`src/rtl/mpu341_pkg.sv`:
```
// Shared types and constants for the mpu341 fetch stage.
package mpu341_pkg;

  localparam int IR_W_DEF   = 8;
  localparam int ADDR_W_DEF = 8;

  localparam logic [7:0] NOP_INSTR = 8'h00;

  typedef enum logic [1:0] {
    FETCH_FILL = 2'd0,
    FETCH_RUN  = 2'd1,
    FETCH_HOLD = 2'd2
  } fetch_state_t;

  typedef struct packed {
    logic load;
    logic clear;
  } skid_ctl_t;

endpackage

```
`src/rtl/fetch_skid_buf.sv`:
```
// One-entry holding register (data, pc, valid) for the word in flight when the decoder stalls.
// clear has priority over load; otherwise the entry holds.
module fetch_skid_buf
  import mpu341_pkg::*;
#(
  parameter int IR_W   = IR_W_DEF,
  parameter int ADDR_W = ADDR_W_DEF
) (
  input  logic              clk,
  input  logic              reset_n,
  input  skid_ctl_t         ctl,
  input  logic [IR_W-1:0]   d_data,
  input  logic [ADDR_W-1:0] d_pc,
  input  logic              d_valid,
  output logic [IR_W-1:0]   q_data,
  output logic [ADDR_W-1:0] q_pc,
  output logic              q_valid
);

  always_ff @(posedge clk or negedge reset_n) begin
    if (!reset_n) begin
      q_data  <= '0;
      q_pc    <= '0;
      q_valid <= 1'b0;
    end else if (ctl.clear) begin
      q_data  <= '0;
      q_pc    <= '0;
      q_valid <= 1'b0;
    end else if (ctl.load) begin
      q_data  <= d_data;
      q_pc    <= d_pc;
      q_valid <= d_valid;
    end
  end

endmodule

```
`src/rtl/instruction_fetch_reg.sv`:
```
// Fetch stage: tags registered ROM data with its address, presents ir/ir_pc, and absorbs decoder stalls.
// Optional MPU_FETCH_TRACE_EN adds fetch_count and last_jump_pc.
module instruction_fetch_reg
  import mpu341_pkg::*;
#(
  parameter int IR_W   = IR_W_DEF,
  parameter int ADDR_W = ADDR_W_DEF
) (
  input  logic              clk,
  input  logic              reset_n,
  input  logic              sync_reset,
  input  logic [ADDR_W-1:0] pm_addr,
  input  logic [IR_W-1:0]   pm_data,
  input  logic              flush,
  input  logic              stall,
  output logic              seq_hold,
  output logic [IR_W-1:0]   ir,
  output logic [ADDR_W-1:0] ir_pc,
  output logic              ir_valid,
  output logic [3:0]        ls_nibble_ir,
  output logic [3:0]        ms_nibble_ir
`ifdef MPU_FETCH_TRACE_EN
  ,
  output logic [15:0]       fetch_count,
  output logic [ADDR_W-1:0] last_jump_pc
`endif
);

  fetch_state_t      state_q, state_d;
  logic [ADDR_W-1:0] addr_q;
  logic [IR_W-1:0]   ir_d;
  logic [ADDR_W-1:0] pc_d;
  logic              vld_d, hold_d;
  logic              skid_load_d, skid_clr_d;
  skid_ctl_t         skid_ctl;
  logic [IR_W-1:0]   skid_data;
  logic [ADDR_W-1:0] skid_pc;
  logic              skid_valid;

  assign ls_nibble_ir = ir[3:0];
  assign ms_nibble_ir = ir[7:4];

  always_ff @(posedge clk or negedge reset_n) begin
    if (!reset_n)        state_q <= FETCH_FILL;
    else if (sync_reset) state_q <= FETCH_FILL;
    else                 state_q <= state_d;
  end

  always_comb begin
    state_d     = state_q;
    ir_d        = ir;
    pc_d        = ir_pc;
    vld_d       = ir_valid;
    hold_d      = seq_hold;
    skid_load_d = 1'b0;
    skid_clr_d  = 1'b0;
    if (flush) begin
      // the fall-through word in flight is squashed; target arrives after one FILL cycle
      state_d    = FETCH_FILL;
      ir_d       = IR_W'(NOP_INSTR);
      vld_d      = 1'b0;
      hold_d     = 1'b0;
      skid_clr_d = 1'b1;
    end else begin
      case (state_q)
        FETCH_FILL: begin
          vld_d   = 1'b0;
          state_d = FETCH_RUN;
        end
        FETCH_RUN: begin
          if (stall) begin
            skid_load_d = 1'b1;
            hold_d      = 1'b1;
            state_d     = FETCH_HOLD;
          end else begin
            ir_d  = pm_data;
            pc_d  = addr_q;
            vld_d = 1'b1;
          end
        end
        FETCH_HOLD: begin
          if (!stall) begin
            ir_d       = skid_data;
            pc_d       = skid_pc;
            vld_d      = skid_valid;
            skid_clr_d = 1'b1;
            hold_d     = 1'b0;
            state_d    = FETCH_RUN;
          end
        end
        default: state_d = FETCH_FILL;
      endcase
    end
  end

  // addr_q freezes with the sequencer so it keeps tagging the replayed ROM word
  always_ff @(posedge clk or negedge reset_n) begin
    if (!reset_n) begin
      ir       <= '0;
      ir_pc    <= '0;
      ir_valid <= 1'b0;
      seq_hold <= 1'b0;
      addr_q   <= '0;
    end else if (sync_reset) begin
      ir       <= '0;
      ir_pc    <= '0;
      ir_valid <= 1'b0;
      seq_hold <= 1'b0;
      addr_q   <= '0;
    end else begin
      ir       <= ir_d;
      ir_pc    <= pc_d;
      ir_valid <= vld_d;
      seq_hold <= hold_d;
      if (!seq_hold) addr_q <= pm_addr;
    end
  end

  assign skid_ctl.load  = skid_load_d;
  assign skid_ctl.clear = skid_clr_d | sync_reset;

  fetch_skid_buf #(
    .IR_W   (IR_W),
    .ADDR_W (ADDR_W)
  ) u_skid (
    .clk     (clk),
    .reset_n (reset_n),
    .ctl     (skid_ctl),
    .d_data  (pm_data),
    .d_pc    (addr_q),
    .d_valid (1'b1),
    .q_data  (skid_data),
    .q_pc    (skid_pc),
    .q_valid (skid_valid)
  );

`ifdef MPU_FETCH_TRACE_EN
  logic count_en;
  assign count_en = !flush && !stall &&
                    ((state_q == FETCH_RUN) || ((state_q == FETCH_HOLD) && skid_valid));

  always_ff @(posedge clk or negedge reset_n) begin
    if (!reset_n) begin
      fetch_count  <= '0;
      last_jump_pc <= '0;
    end else if (sync_reset) begin
      fetch_count  <= '0;
      last_jump_pc <= '0;
    end else begin
      if (count_en) fetch_count <= fetch_count + 16'd1;
      if (flush)    last_jump_pc <= ir_pc;
    end
  end
`endif

endmodule

```
`config.mk`:
```
export PLATFORM = sky130hd
export DESIGN_NAME = instruction_fetch_reg
export DESIGN_NICKNAME = d
export VERILOG_FILES = /design/src/rtl/mpu341_pkg.sv /design/src/rtl/fetch_skid_buf.sv /design/src/rtl/instruction_fetch_reg.sv
export SDC_FILE = /design/constraint.sdc
export NUM_CORES = 1
export LEC_CHECK = 0
export CAP_MARGIN = 20
export CORE_UTILIZATION = 45
export CTS_BUF_LIST = sky130_fd_sc_hd__clkbuf_16
export DETAILED_ROUTE_END_ITERATION = 6
export PLACE_DENSITY = 0.72
export RECOVER_POWER = 25
export SYNTH_ARGS = -nofsm -noshare
export SYNTH_HDL_FRONTEND = slang
export SYNTH_SLANG_ARGS = --single-unit
export TNS_END_PERCENT = 10
```
`constraint.sdc`:
```
create_clock -name clk -period 1.75 [get_ports clk]
set_clock_uncertainty 0.1 [all_clocks]
set_input_delay 0.175 -clock clk [delete_from_list [all_inputs] [get_ports clk]]
set_output_delay 0.175 -clock clk [all_outputs]
set_load 0.02 [all_outputs]
```
==> out/results.ini <==
[synth]
synth_compound_area_frac = 0.2136
syn_inst = 184
synth_area_leaders = dfrtp_1 (53%), mux2i_1 (11%), a211oi_1 (6.3%), a21oi_1 (4.9%), a22o_2 (3.7%)
synthesis.nets = 208
synth_edf_count = 0
synth_area_per_cell_sq_um = 11.62
synth_top_family_by_area = compound AO/OA/AOI/OAI gates
muxShareOfSynthArea = 0.1123
yosysSeqAreaShare = 0.5266
yosys.cell_types.count = 28
syn_area_sq_um = 2138
synth_simple_gate_area_frac = 0.04857
yosys.area_share.xor_xnor = 0
ys_seq_elements = 45
synth_warnings = 0
yosys.area.top_type = dfrtp_1
synth.most_common_cell = dfrtp_1
synthFlopType = dfrtp_1
synthAdderAreaFrac = 0.01755
async_flop_share = 1.000
synthTopCellsByCount = dfrtp_1 (45), mux2i_1 (24), a21oi_1 (21)
yosysTopAreaCellShare = 0.5266

[setup_path]
crit_chain = inv_1, ha_2, nor2b_1, a211oi_4, buf_12, a22o_2
end_kind = register
worstPathMaxFanout = 16
startpoint_type = register
crit_buf_inv = 2
path_class = register to register
crit_required_ns = 1.82
crit_slowest_cell = dfrtp_1
max_stage_delay_ns = 0.40
path_delay_family = flip-flops
worst_ep_arrival_time_ns = 1.75

[pwr]
clkPwrFrac = 0.387
p_leak_nw = 1.154
power_per_cell_area_nw_per_um2 = 827.2
p_int_mw = 1.752
ir_drop_mv = 0.4822
swShare = 0.2495
power_mw = 2.335
pwr-share-comb = 0.143
switching_power_uw = 582.6
seqPwrFrac = 0.470

[floorplanning]
die_x_um = 70.94
fp-row-count = 24
initial_utilization = 0.4779
die_height_um = 70.94
io_pins = 47
dieArea_sq_um = 5032
core_sq_um = 4474

[routing]
drt_first_pass_iters = 6
viasPerCell = 5.640
vias = 1596
wire_per_inst_um = 17.12
wl_mm = 4.845
drc = 4
drtIter0Drc = 124
antenna_left = 0

[cts]
clk_latency_ns = 0.28
h-tree-depth = 2
cts.clk_slew.worst_paths_ns = 0.06
cts_tree = yes
cts.sinks = 45
cts-root-buf = clkbuf_16
numCtsBuffers = 5
clockBufferDepth = 2

[sta]
layout_setup_ws_ns = 0.06957
holdWs_ns = 0.2792
fmax_mhz = 595.1
worst_pin_slew_ns = 0.7331
final-setup-viol-count = 0
hold_viol = 0
fin_crit_sh = 0.9602
slew_violations = 0
fin_setup_tns_ns = 0
layout_min_cycle_time_ns = 1.680
rsz0062_at_grt = yes
slew_headroom = 0.5113

[global_routing]
overflow = 0
grt_start_max_net_pins = 25
antenna_found_initial = 0
grt_pass1_vias = 1682
grt_use_total = 0.2061
grt_pass1_wl_mm = 8.052

[cells_and_area]
n_antenna_cell = 0
final_area_sq_um = 2823
fin_util = 0.6309
fin_nets = 254
fin_cells = 283
area_growth_pct = 32.01
drive_above_1_share = 0.1948

[placement]
numPortBuffers = 46
place_area_sq_um = 2621
dp.cells = 273
routabilityCongestion = 0.7992
dp_hpwl_mm = 3.601
pre_cts_slack_ns = -0.06376

[status]
violations = design-rule violations
run_status = complete, but fails checks

[hold_path]
min-delay-path-class = input port to async pin

[run]
cap_viol_max_count = 0

## area by class of cell
class | instances | area, sq um
clock buffer | 5 | 125.1
clock inverter | 3 | 17.52
fill | 355 | 1652
inverter | 3 | 11.26
multi-input combinational | 112 | 879.6
sequential | 45 | 1126
tap | 52 | 65.06
timing repair buffer | 63 | 598.1
## cell usage in the layout, fill, tap and decap left out, types with 2 or more instances in the layout
cell type,instances
nand2b_1,2
mux2i_1,24
a22o_1,8
nor2b_1,2
ha_1,2
clkbuf_16,5
a21oi_1,21
a22o_2,8
nor2_1,12
buf_4,13
o21ai_0,3
a211oi_2,7
a211oi_1,11
dfrtp_1,45
clkdlybuf4s50_1,45
inv_1,3
clkinv_2,2
## worst reg2reg max path: stages, from the launching register on
cell and delay [ns]:
dfrtp_1 0.40, inv_1 0.10, ha_2 0.24, nor2b_1 0.24
a211oi_4 0.06, buf_12 0.15, a22o_2 0.26
## power by group through the flow
| stage | clock network (mW) | logic (mW) | registers (mW) |
|---|---|---|---|
| final | 0.903 | 0.335 | 1.10 |
| after global routing | 0.969 | 0.363 | 1.10 |
| after detailed placement | 0 | 0.323 | 1.12 |
| after CTS | 0.915 | 0.329 | 1.10 |
| after floorplan | 0 | 0.159 | 1.13 |
| after global placement | 0 | 0.316 | 1.11 |
## final timing paths
path,start,endpoint,slack (ns),cells after the start
worst max-delay path,state_q[0]$_DFFE_PN0P_,u_skid.q_pc[1]$_DFFE_PN0P_,0.07,6
worst min-delay path,reset_n,seq_hold$_DFFE_PN0P_,0.28,2
worst max register to register,state_q[0]$_DFFE_PN0P_,u_skid.q_pc[1]$_DFFE_PN0P_,0.07,6
worst min register to register,u_skid.q_data[2]$_DFFE_PN0P_,u_skid.q_data[2]$_DFFE_PN0P_,0.41,1
max in group asynchronous,reset_n,u_skid.q_pc[7]$_DFFE_PN0P_,0.59,3
min in group clk,pm_addr[1],addr_q[1]$_DFFE_PN0P_,0.39,3
## kinds of logic after synthesis
logic type	Yosys count
compound gates	63
flops	45
buf+inv	27
mux	24
simple gates	22
fa+ha+maj	3
## per-layer routing
metal | global-route usage | wire length, um
met5 | 0 | 0
met4 | 0.06000 | 85
met3 | 0.04131 | 139
met2 | 0.3536 | 2472
met1 | 0.2653 | 2147
## sequential cells by signal, indices dropped and copies added, names as in the netlist
signal,flops
seq_hold,1
ir_pc,8
state_q,2
ir,8
u_skid.q_pc,8
ir_valid,1
addr_q,8
u_skid.q_valid,1
u_skid.q_data,8
## timing repair
item                       in CTS  in global routing
hold buffers                    1                  0
setup buffers                   0                  1
resized for setup               5                  7
hold endpoints to repair       21                  0
setup endpoints to repair      19                 14
pin swaps                       0                  1
No activity file was read; power rests on OpenSTA's default activity.
